File: config.mk
export PLATFORM = sky130hd
export DESIGN_NAME = trig_delay_queue
export DESIGN_NICKNAME = d
export VERILOG_FILES = /design/src/rtl/trig_delay_queue.sv
export SDC_FILE = /design/constraint.sdc
export NUM_CORES = 1
export LEC_CHECK = 0
export ABC_AREA = 1
export BUFFER_PORTS_ARGS = -buffer_cell sky130_fd_sc_hd__buf_2
export CAP_MARGIN = 20
export CORE_MARGIN = 1.5
export CORE_UTILIZATION = 65
export DETAILED_ROUTE_END_ITERATION = 8
export HOLD_SLACK_MARGIN = 0.05
export PLACE_DENSITY = 0.85
export SYNTH_ARGS = -nofsm -noshare
export SYNTH_HDL_FRONTEND = slang
export SYNTH_SLANG_ARGS = --single-unit
File: constraint.sdc
create_clock -name clk -period 5.43 [get_ports clk]
set_input_delay 0 -clock clk [delete_from_list [all_inputs] [get_ports clk]]
set_output_delay 0 -clock clk [all_outputs]
set_load 0.02 [all_outputs]
File: src/rtl/trig_delay_queue.sv
// trig_delay_queue
// ----------------
// Multi-slot trigger delay generator. Every rising edge of trig_in that is
// accepted claims a free slot, which counts down its own latched delay and
// then fires. Any fire (re)starts an output pulse of programmable width.
// Up to DEPTH triggers may be in flight at the same time.
//
// Ports:
//   clk       in   single clock domain
//   rst       in   asynchronous, active-high reset
//   trig_in   in   trigger request, rising edges only
//   enable    in   1 = accept new edges; in-flight slots always continue
//   flush     in   synchronous clear of all slots and of the output pulse
//   delay     in   DELAY_W delay in clocks, latched when the edge is accepted
//   width     in   WIDTH_W pulse width in clocks, latched at fire (0 acts as 1)
//   clr_ovf   in   synchronous clear of overflow
//   trig_out  out  registered delayed trigger pulse
//   pending   out  number of occupied slots
//   overflow  out  sticky flag: an edge was dropped with all slots busy
//   fire_cnt  out  number of cycles in which at least one slot fired (wraps)
module trig_delay_queue #(
    parameter int DELAY_W = 16,
    parameter int WIDTH_W = 8,
    parameter int DEPTH   = 4,
    parameter int CNT_W   = 16
) (
    input  logic                         clk,
    input  logic                         rst,
    input  logic                         trig_in,
    input  logic                         enable,
    input  logic                         flush,
    input  logic [DELAY_W-1:0]           delay,
    input  logic [WIDTH_W-1:0]           width,
    input  logic                         clr_ovf,
    output logic                         trig_out,
    output logic [$clog2(DEPTH+1)-1:0]   pending,
    output logic                         overflow,
    output logic [CNT_W-1:0]             fire_cnt
);

    localparam int PEND_W = $clog2(DEPTH + 1);

    logic                trig_d_q,   trig_d_d;
    logic [DEPTH-1:0]    busy_q,     busy_d;
    logic [DELAY_W-1:0]  cnt_q [DEPTH];
    logic [DELAY_W-1:0]  cnt_d [DEPTH];
    logic [WIDTH_W-1:0]  wcnt_q,     wcnt_d;
    logic                trig_out_q, trig_out_d;
    logic [PEND_W-1:0]   pending_q,  pending_d;
    logic                overflow_q, overflow_d;
    logic [CNT_W-1:0]    fire_cnt_q, fire_cnt_d;

    logic                trig_edge;
    logic [DEPTH-1:0]    fire;
    logic                any_fire;
    logic                found;
    logic                drop;

    always_comb begin
        trig_d_d   = trig_in;
        trig_edge  = trig_in & ~trig_d_q;

        fire       = '0;
        any_fire   = 1'b0;
        for (int i = 0; i < DEPTH; i++) begin
            fire[i]  = busy_q[i] && (cnt_q[i] == '0);
            any_fire = any_fire | fire[i];
        end

        busy_d     = busy_q;
        cnt_d      = cnt_q;
        wcnt_d     = wcnt_q;
        trig_out_d = trig_out_q;
        overflow_d = overflow_q;
        fire_cnt_d = fire_cnt_q;
        found      = 1'b0;
        drop       = 1'b0;

        if (flush) begin
            // Flush wins over fires and edges; the counters of record
            // (overflow, fire_cnt) are left untouched.
            busy_d     = '0;
            wcnt_d     = '0;
            trig_out_d = 1'b0;
        end else begin
            for (int i = 0; i < DEPTH; i++) begin
                if (fire[i]) begin
                    busy_d[i] = 1'b0;
                end else if (busy_q[i]) begin
                    cnt_d[i] = cnt_q[i] - DELAY_W'(1);
                end
            end

            // Slot search uses the pre-edge busy vector, so a slot that
            // fires this cycle cannot be claimed by the same edge.
            if (trig_edge && enable) begin
                for (int i = 0; i < DEPTH; i++) begin
                    if (!busy_q[i] && !found) begin
                        busy_d[i] = 1'b1;
                        cnt_d[i]  = delay;
                        found     = 1'b1;
                    end
                end
                drop = ~found;
            end

            // Any fire reloads the width counter, so overlapping pulses
            // merge into one contiguous high period.
            if (any_fire) begin
                wcnt_d     = (width == '0) ? WIDTH_W'(1) : width;
                trig_out_d = 1'b1;
                fire_cnt_d = fire_cnt_q + CNT_W'(1);
            end else if (wcnt_q > WIDTH_W'(1)) begin
                wcnt_d = wcnt_q - WIDTH_W'(1);
            end else if (wcnt_q == WIDTH_W'(1)) begin
                wcnt_d     = '0;
                trig_out_d = 1'b0;
            end

            if (drop) begin
                overflow_d = 1'b1;
            end else if (clr_ovf) begin
                overflow_d = 1'b0;
            end
        end

        pending_d = '0;
        for (int i = 0; i < DEPTH; i++) begin
            pending_d = pending_d + PEND_W'(busy_d[i]);
        end
    end

    always_ff @(posedge clk or posedge rst) begin
        if (rst) begin
            trig_d_q   <= 1'b0;
            busy_q     <= '0;
            for (int i = 0; i < DEPTH; i++) begin
                cnt_q[i] <= '0;
            end
            wcnt_q     <= '0;
            trig_out_q <= 1'b0;
            pending_q  <= '0;
            overflow_q <= 1'b0;
            fire_cnt_q <= '0;
        end else begin
            trig_d_q   <= trig_d_d;
            busy_q     <= busy_d;
            for (int i = 0; i < DEPTH; i++) begin
                cnt_q[i] <= cnt_d[i];
            end
            wcnt_q     <= wcnt_d;
            trig_out_q <= trig_out_d;
            pending_q  <= pending_d;
            overflow_q <= overflow_d;
            fire_cnt_q <= fire_cnt_d;
        end
    end

    assign trig_out = trig_out_q;
    assign pending  = pending_q;
    assign overflow = overflow_q;
    assign fire_cnt = fire_cnt_q;

endmodule
==> flow_summary_export.csv, run 1 <==
group,metric,value,unit
grt,grt_overflow_total,0,
critical_path,setup.worst_path.start,"busy_q[0]$_DFF_PP0_",
grt,grt_start_max_net_pins,76,
synthesis,netlist_area,0.006979,mm^2
synthesis,synth_fa_ha_area_share,2.259,%
grt,first_global_vias,6164,
critical_path,worst_setup_path_end_kind,"flip-flop",
synthesis,area_share_of_xor_xnor_cells_in_the_synthesized_design,3.890,%
synthesis,synth-simple-area-share,39.82,%
grt,global_route_wire_length_before_repair,29570,um
final_layout,layout_common_cells,"nand2_1, inv_1, nor2_1",
synthesis,yosys_register_bits,98,
synthesis,synth.lib_cells_used.distinct,39,
placed_design,placement.io_buffers,50,
cts,htreeDepth,3,
timing,final-hold-violation-count,0,
route,drtIter0Drc,603,
synthesis,synth_mux_area_share,0,%
timing,setup_viol,0,
timing,final_max_slew_viol_count,0,
synthesis,sequential_cell_area_fraction_in_the_yosys_report,35.14,%
final_layout,area_growth_syn_to_layout,9.412,%
die,die_width,106.6,um
cts,clock-sinks,98,
synthesis,syn_inst,1080,
route,detail_route.wl_per_cell,14.29,um
placed_design,gpl_congestion,0.9115,
die,rows,37,
synthesis,post_synth.cell_area_avg,6.462,um^2
power_and_ir_drop,total_leakage_power,4.100,nW
placed_design,hpwlAfterDp,12260,um
die,fp.dieH,106.6,um
critical_path,critical_path_arrival,3.27,ns
timing,tightestPinTransition,0.8351,ns
route,final_antenna_net_count,0,
critical_path,timing.critical_path.from_type,"flip-flop",
final_layout,final_cells,1270,
synthesis,yosys.area.top_type_share,35.14,%
synthesis,synth_top_family_by_area,"simple AND/OR/NAND/NOR gates",
final_layout,post_route_cells_drive_above_1_share,8.473,%
route,avgViaCountPerCell,5.561,
critical_path,crit_fanout,26,
timing,timing.slew.headroom,44.19,%
cts,clk_transition_reported_paths,0.09,ns
power_and_ir_drop,power.ir.vdd_worst,0.0001696,V
die,die-area,0.01137,mm^2
outcome,failed_checks,"design-rule violations",
critical_path,path_class,"flip-flop to flip-flop",
timing,final_period_minus_worst_setup_slack,3.007,ns
final_layout,final_common_cell,"nand2_1",
synthesis,async_reset_ff_share,100.0,%
cts,number_of_buffers_inserted_by_post_cts_setup_repair,0,
final_layout,nNetsFinal,1170,
critical_path,r2r_start,"busy_q[0]$_DFF_PP0_",
timing,grt_setup_unrepaired,"no",
synthesis,compound_cell_area_share_of_the_yosys_netlist,9.788,%
die,floorplan.initialDensity,67.30,%
grt,groute.usage.overall,32.91,%
synthesis,synthesis_warnings,0,
route,detailedRoute.firstPassIterationCount,7,
synthesis,ys_top_cells_by_area,"dfrtp_1, nand2_1, nand3_1, inv_1, o21ai_0",
cts,clock_latency,0.38,ns
cts,cts.path.max_buffers,2,
critical_path,critPathRequiredTime,5.69,ns
route,drc_errors_left,2,
synthesis,synth_enable_flop_cells,0,
outcome,status,"finished, violations left",
die,fp.coreArea,0.01037,mm^2
cts,tritoncts.num_buffers,9,
hold_path,hold_path.class,"primary input to flip-flop",
route,route.final.wire_length,18150,um
route,dr_total_vias,7062,
die,boundaryPins,51,
power_and_ir_drop,power.density,281.4,mW/mm^2
run,maxCapViolations,0,
placed_design,dpl.cell_count,1233,
cts,tritoncts_clock_tree,"built",
timing,final.setup_skew,0.01013,ns
synthesis,post_syn_nets,1122,
timing,period_share,55.38,%
synthesis,synth.largest_area_cell,"dfrtp_1",
timing,maxClockFrequency,332.5,MHz
synthesis,synth_top_flop_cell,"dfrtp_1",
timing,totalNegativeSetupSlack,0,ns
grt,antenna_found_initial,0,
cts,ctsRootBufferMaster,"clkbuf_8",
hold_path,min-delay-start,"delay[4]",
cell usage after synthesis, types with 5 or more instances:
master and n:
a21oi_1 18, a31oi_1 6, dfrtp_1 98, nor4_1 6, ha_1 11, nor2_1 108, xnor2_1 13, o22ai_1 5
xor2_1 18, o21ai_0 83, inv_1 121, clkbuf_1 20, nand3_1 94, nand4_1 20, nor3_1 17, buf_2 10
nand2_1 375, or2_2 8, nor2_2 9, o21bai_1 7
per-stage QoR:
step	hold slack [ns]	instance area [um^2]	util [%]	setup slack, ns	power (mW)
finish	0.05654	7636	73.64	2.423	2.149
global route	0.07160	7634	73.61	2.191	2.290
CTS	0.05221	7634	73.61	2.456	2.132
detailed placement	0.06233	7254	69.96	2.486	1.649
global placement	0.06473	7254	69.96	2.507	1.626
floorplan	0.03143	6979	-	2.868	1.488
kinds of logic after synthesis:
logic type | Yosys count
xor+xnor | 31
buf+inv | 160
compound gates | 127
flops | 98
fa+ha+maj | 12
simple gates | 652
layer usage:
layer | GRT usage [%] | vias to the layer above | share of wire (%)
met5 | 0 | - | 0
met4 | 14.10 | 0 | 3.2
met3 | 4.073 | 41 | 7.1
met2 | 50.23 | 250 | 45
met1 | 47.35 | 3236 | 45
li1 | - | 3535 | -
worst paths after layout:
kind | to | slack [ns] | depth (start not counted)
setup reg to reg | pending[1]$_DFF_PP0_ | 2.42 | 7
max in group asynchronous | cnt_q[40]$_DFFE_PP0N_ | 4.07 | 4
hold reg to reg | cnt_q[46]$_DFFE_PP0N_ | 0.50 | 2
hold / removal | cnt_q[36]$_DFFE_PP0N_ | 0.06 | 5
setup / recovery | pending[1]$_DFF_PP0_ | 2.42 | 7
min in group asynchronous | fire_cnt[3]$_DFFE_PP0P_ | 0.20 | 3
what timing repair did:
item / in CTS / in global routing
endpoints found under the setup margin: 0 / 0
hold endpoints to repair: 60 / 0
gates resized for setup: 0 / 0
hold buffers: 20 / 0
state kept, by name, indices dropped and copies added, names as in the netlist:
name	count
trig_out	1
pending	3
wcnt_q	8
cnt_q	64
fire_cnt	16
overflow	1
trig_d_q	1
busy_q	4
area by class of cell:
cell class / count / area, um^2
multi-input combinational: 822 / 3891
fill: 902 / 2734
sequential: 98 / 2452
timing repair buffer: 73 / 473.0
inverter: 124 / 467.9
tap: 136 / 170.2
clock buffer: 13 / 138.9
clock inverter: 3 / 40.04
antenna: 1 / 2.502
where the power goes:
group	internal, mW	switching, mW	leakage (nW)
combinational	0.256	0.439	2.75
clock	0.213	0.263	0.0914
sequential	0.841	0.137	1.26
total	1.31	0.839	4.10
critical path, cell delays in order (launching register included):
cell and delay [ns]:
dfrtp_1 0.65, inv_1 0.25, nor2_1 0.13, nand2_1 0.46
a21oi_1 0.46, fa_1 0.47, ha_1 0.20, ha_1 0.27
Power figures use the tool's default switching activity.
==> run 2: changes to the inputs <==
CORE_UTILIZATION = 56   (was 65)
PLACE_DENSITY = 0.78   (was 0.85)
clock period = 2.7 ns   (was 5.43 ns; I/O delays follow)
==> run 2 against run 1 <==
Effect of this change:
- the run now ends clean
- global-route usage decreased by 2.9 points
- sequential share of layout area decreased by 1.2 points
- utilization decreased by 7.9 points
- combinational power increased by 100%
- final area increased by 3.8%
- power increased by 120%
- critical path type unchanged
- critical endpoint unchanged
- largest power group unchanged
==> flow_summary_export.csv, run 2 (same netlist as run 1, synthesis figures left out) <==
group,metric,value,unit
die,die-area,0.01314,mm^2
outcome,status,"finished clean",
timing,final_period_minus_worst_setup_slack,2.434,ns
placed_design,dpl.cell_count,1285,
route,highest_layer,"met4",
final_layout,largest_reg_flops,64,
critical_path,crit_fanout,4,
cts,clock-sinks,98,
final_layout,area_growth_syn_to_layout,13.59,%
route,dr_total_vias,7064,
final_layout,layout_common_cells,"nand2_1, inv_1, nor2_1",
run,maxCapViolations,0,
power_and_ir_drop,total_leakage_power,4.234,nW
final_layout,nNetsFinal,1186,
final_layout,insertedDiodeCount,0,
placed_design,dpl_cell_area,0.007457,mm^2
route,dr_wl_met2,8570,um
route,avgViaCountPerCell,5.364,
die,fp.dieH,114.6,um
final_layout,layout.cell_area.non_filler,0.007928,mm^2
timing,period_share,90.13,%
placed_design,hpwlAfterDp,13280,um
die,floorplan.initialDensity,57.86,%
critical_path,crit_path_cell_trace,"inv_1, ha_1, inv_1, nor2_1, nand3_1, nand2_1, a21oi_1, fa_1, ha_1, ha_1",
grt,groute.usage.overall,30.03,%
final_layout,final_common_cell,"nand2_1",
timing,setup_viol,0,
grt,global_route_wire_length_before_repair,30860,um
critical_path,crit_path_top_delay_cell,"fa_1",
critical_path,critPathRequiredTime,2.94,ns
critical_path,r2r_start,"cnt_q[32]$_DFFE_PP0N_",
timing,timing.slew.headroom,60.09,%
route,detail_route.wl_per_cell,14.25,um
critical_path,worst_case_reg_to_reg_path_depth,10,
cts,clk_transition_reported_paths,0.07,ns
critical_path,timing.critical_path.from_type,"flip-flop",
cts,tritoncts.num_buffers,9,
final_layout,post_route_cells_drive_above_1_share,10.44,%
timing,grt_setup_unrepaired,"no",
grt,grt_start_max_net_pins,48,
route,route.final.wire_length,18770,um
power_and_ir_drop,power.ir.vdd_worst,0.0004299,V
timing,tightestPinTransition,0.5987,ns
critical_path,worst-path-buf-inv,2,
route,met3_length,1197,um
grt,antenna_found_initial,0,
cts,htreeDepth,3,
placed_design,gpl_congestion,0.9606,
critical_path,path_common_cell,"ha_1",
final_layout,final_cells,1317,
critical_path,worst_setup_path_end_kind,"flip-flop",
die,die_width,114.6,um
grt,first_global_vias,6286,
die,fp.coreArea,0.01206,mm^2
cts,number_of_buffers_inserted_by_post_cts_setup_repair,0,
timing,final-hold-violation-count,0,
timing,worst_hold_slack,0.06462,ns
route,drc_errors_left,0,
critical_path,path_class,"flip-flop to flip-flop",
final_layout,fillers,1068,
critical_path,crit_family,"adder cells",
placed_design,placement.io_buffers,50,
critical_path,crit_cells,10,
critical_path,worstSetupEndpoint,"pending[1]$_DFF_PP0_",
timing,maxClockFrequency,410.9,MHz
grt,grt_overflow_total,0,
route,met1Wirelength,8706,um
route,final_antenna_net_count,0,
timing,final.setup_skew,0.008863,ns
critical_path,crit_path_max_incr_delay,0.48,ns
final_layout,largest_register,"cnt_q",
route,drtIter0Drc,642,
power_and_ir_drop,p_total,4.723,mW
die,rows,40,
critical_path,critical_path.reg2reg.endpoint,"pending[1]$_DFF_PP0_",
critical_path,worst-r2r-setup-slack,0.27,ns
critical_path,critical_path_arrival,2.68,ns
cts,cts.path.max_buffers,2,
cts,tritoncts_clock_tree,"built",
critical_path,setup.worst_path.start,"cnt_q[32]$_DFFE_PP0N_",
power_and_ir_drop,power.density,595.8,mW/mm^2
cts,ctsRootBufferMaster,"clkbuf_16",
die,boundaryPins,51,
route,detailedRoute.firstPassIterationCount,6,
timing,totalNegativeSetupSlack,0,ns
cts,clock_latency,0.36,ns
timing,final_max_slew_viol_count,0,
hold_path,hold_path.class,"primary input to flip-flop",
[run 2: changes by cell type in the layout (fill, tap and decap cells not counted)]
cell,delta
inv_8,+2
buf_4,+19
inv_6,+2
clkbuf_1,-4
clkbuf_16,+9
clkinv_2,-2
clkbuf_8,-9
buf_12,+1
diode_2,-1
clkinvlp_4,+2
dlygate4sd3_1,-4
[run 2: worst reg2reg max path, cell delays in order (launching register included)]
cell and delay, ns:
dfrtp_1 0.39, inv_1 0.08, ha_1 0.23, inv_1 0.11
nor2_1 0.05, nand3_1 0.10, nand2_1 0.12, a21oi_1 0.29
fa_1 0.48, ha_1 0.19, ha_1 0.28
[run 2: worst min-delay path by stage]
stage,start,slack [ns],depth (start not counted),end
final,delay[6],0.06,5,cnt_q[22]$_DFFE_PP0N_
after detailed placement,rst,0.11,2,fire_cnt[9]$_DFFE_PP0P_
after global routing,delay[7],0.09,5,cnt_q[7]$_DFFE_PP0N_
after global placement,rst,0.12,2,fire_cnt[9]$_DFFE_PP0P_
after floorplan,trig_in,0.03,0,trig_d_q$_DFF_PP0_
after CTS,delay[6],0.06,5,cnt_q[22]$_DFFE_PP0N_
[run 2: what timing repair did]
item                       in CTS  in global routing
resized for setup               0                  0
hold buffers                   16                  0
setup endpoints to repair       0                  0
hold endpoints to repair       61                  0
[run 2: cell type report]
| class | instances | area (um^2) | share of cell area, % |
|---|---|---|---|
| Clock inverter | 7 | 85.08 | 1.073 |
| Tap cell | 168 | 210.2 | 2.652 |
| Clock buffer | 9 | 225.2 | 2.841 |
| Timing Repair Buffer | 89 | 595.6 | 7.513 |
| Sequential cell | 98 | 2452 | 30.93 |
| Inverter | 124 | 467.9 | 5.903 |
| Multi-Input combinational cell | 822 | 3891 | 49.08 |
[run 2: per-stage QoR]
| step | worst slack, ns | utilization, % |
|---|---|---|
| finish | 0.2665 | 65.73 |
| CTS | 0.2889 | 65.73 |
| global route | 0.1279 | 65.73 |
| detailed placement | 0.3379 | 61.83 |
| global placement | 0.3856 | 61.83 |
| floorplan | 0.1379 | - |
[run 2: routing by layer]
| metal | track usage [%] | vias up |
|---|---|---|
| met5 | 0 | - |
| met4 | 8.167 | 0 |
| met3 | 6.617 | 25 |
| met2 | 47.50 | 210 |
| met1 | 41.70 | 3257 |
| li1 | - | 3572 |
[run 2: where the power goes]
| part | internal, mW | leakage [nW] | switching, mW |
|---|---|---|---|
| registers | 1.69 | 1.26 | 0.257 |
| clock network | 0.739 | 0.146 | 0.633 |
| logic | 0.525 | 2.82 | 0.876 |
==> run 3: changes to the inputs <==
REMOVE_ABC_BUFFERS = 1   (was default)
==> run 3 against run 2 <==
Effect of this change:
- sequential share of layout area is 0.27 points higher
- utilization shrank 0.57 points
- via count shrank 0.95%
- final cell count down 0.46%
- maximum frequency rose by 0.69%
- critical path depth unchanged
- first-iteration DRC count decreased by 7.5%
- worst setup slack better by 0.017 ns
- non-clock buffer count down 4
- sequential cell count unchanged
- largest cell class unchanged
- global-route usage shrank 0.064 points
==> flow_summary_export.csv, run 3 (same netlist as run 1, synthesis figures left out) <==
group,metric,value,unit
outcome,status,"finished clean",
die,boundaryPins,51,
power_and_ir_drop,power.switching_fraction,36.86,%
final_layout,multi_input_area,0.003891,mm^2
route,drtIter0Drc,594,
final_layout,nNetsFinal,1182,
cts,cts.path.max_buffers,2,
route,detailedRoute.firstPassIterationCount,5,
critical_path,worst_setup_path_end_kind,"flip-flop",
grt,grtUsageMet3,5.135,%
die,die-area,0.01314,mm^2
placed_design,dpl_worst_slack,0.2734,ns
critical_path,path_class,"flip-flop to flip-flop",
final_layout,final_core_util,65.16,%
timing,maxClockFrequency,413.8,MHz
grt,global_route_wire_length_before_repair,30810,um
power_and_ir_drop,p_total,4.622,mW
placed_design,dpl_cell_area,0.007435,mm^2
power_and_ir_drop,power.density,588.2,mW/mm^2
placed_design,gpl_congestion,0.9330,
timing,final.setup_skew,0.007582,ns
die,fp.coreArea,0.01206,mm^2
final_layout,insertedDiodeCount,0,
cts,clock_latency,0.36,ns
grt,groute.usage.overall,29.97,%
route,dr_total_vias,6997,
die,floorplan.initialDensity,57.86,%
grt,grt_overflow_total,0,
power_and_ir_drop,power.internal,2.918,mW
cts,tritoncts_clock_tree,"built",
final_layout,layout_common_cells,"nand2_1, inv_1, nor2_1",
power_and_ir_drop,total_leakage_power,4.205,nW
power_and_ir_drop,netSwitchingPower,1.704,mW
final_layout,post_route_cells_drive_above_1_share,9.974,%
grt,groute.layer.met2.usage,48.26,%
timing,period_share,89.52,%
hold_path,hold_path.class,"primary input to flip-flop",
final_layout,final_common_cell,"nand2_1",
cts,tritoncts.num_buffers,9,
die,fp.dieH,114.6,um
placed_design,placement.io_buffers,50,
timing,grt_setup_unrepaired,"no",
final_layout,largest_register,"cnt_q",
die,rows,40,
cts,ctsRootBufferMaster,"clkbuf_16",
route,final_antenna_net_count,0,
grt,antenna_found_initial,0,
timing,tightestPinTransition,0.6305,ns
final_layout,area.sequential,0.002452,mm^2
timing,timing.slew.headroom,57.97,%
timing,worst_hold_slack,0.05794,ns
power_and_ir_drop,comb_power_share,30.1,%
grt,first_global_vias,6341,
route,avgViaCountPerCell,5.337,
cts,htreeDepth,3,
timing,final_period_minus_worst_setup_slack,2.417,ns
final_layout,fillers,1091,
critical_path,timing.critical_path.from_type,"flip-flop",
timing,final-hold-violation-count,0,
route,detail_route.wl_per_cell,14.24,um
grt,grt_start_max_net_pins,47,
route,drc_errors_left,0,
cts,clk_transition_reported_paths,0.07,ns
grt,gr-max-usage-layer,"met2",
critical_path,crit_fanout,4,
placed_design,hpwlAfterDp,13090,um
power_and_ir_drop,power.share.clock,27.8,%
timing,totalNegativeSetupSlack,0,ns
final_layout,layout.cell_area.non_filler,0.007859,mm^2
cts,clock-sinks,98,
timing,final_max_slew_viol_count,0,
timing,setup_viol,0,
timing,fin_ws,0.2831,ns
cts,post_cts_resize_count,0,
power_and_ir_drop,power.ir.vdd_worst,0.0003878,V
final_layout,largest_reg_flops,64,
placed_design,dpl.cell_count,1282,
run,maxCapViolations,0,
cts,number_of_buffers_inserted_by_post_cts_setup_repair,0,
critical_path,critPathRequiredTime,2.94,ns
final_layout,area_growth_syn_to_layout,12.60,%
die,die_width,114.6,um
final_layout,final_cells,1311,
critical_path,critical_path_arrival,2.66,ns
grt,grt.met1_usage,40.96,%
power_and_ir_drop,share_seq_of_total_power,42.1,%
route,route.final.wire_length,18670,um
[run 3: final timing paths]
path | startpoint | depth (start not counted) | slack, ns | endpoint
max in group asynchronous | rst | 4 | 1.79 | cnt_q[25]$_DFFE_PP0N_
worst min-delay path | delay[1] | 5 | 0.06 | cnt_q[1]$_DFFE_PP0N_
min in group asynchronous | rst | 3 | 0.18 | fire_cnt[12]$_DFFE_PP0P_
worst max-delay path | cnt_q[32]$_DFFE_PP0N_ | 10 | 0.28 | pending[1]$_DFF_PP0_
worst min register to register | cnt_q[46]$_DFFE_PP0N_ | 2 | 0.49 | cnt_q[46]$_DFFE_PP0N_
worst max register to register | cnt_q[32]$_DFFE_PP0N_ | 10 | 0.28 | pending[1]$_DFF_PP0_
[run 3: repair_timing]
item	CTS	global route
hold endpoints to repair	87	0
hold buffers	15	0
endpoints found under the setup margin	0	0
[run 3: area by class of cell]
class / count / share of cell area, %
sequential: 98 / 31.21
clock inverter: 4 / 0.5732
inverter: 124 / 5.954
tap: 168 / 2.675
clock buffer: 10 / 2.914
timing repair buffer: 85 / 7.164
multi-input combinational: 822 / 49.51
[run 3: power groups by stage]
stage,clock (mW),sequential (mW),combinational [mW]
after floorplan,0,1.92,1.06
after global placement,0,1.96,1.33
after detailed placement,0,1.97,1.36
after CTS,1.30,1.94,1.39
after global routing,1.36,1.98,1.62
final,1.28,1.95,1.39
[run 3: routing by layer]
layer / part of all wire, % / vias to the layer above
met3: 6.1 / 25
met4: 2.4 / 0
met5: 0 / -
met2: 46 / 185
li1: - / 3560
met1: 46 / 3227
[run 3: critical path, cell delays in order (launching register included)]
cell	delay (ns)
dfrtp_1	0.37
inv_1	0.06
ha_1	0.23
inv_1	0.11
nor2_1	0.05
nand3_1	0.10
nand2_1	0.11
a21oi_1	0.32
fa_1	0.48
ha_1	0.19
ha_1	0.27
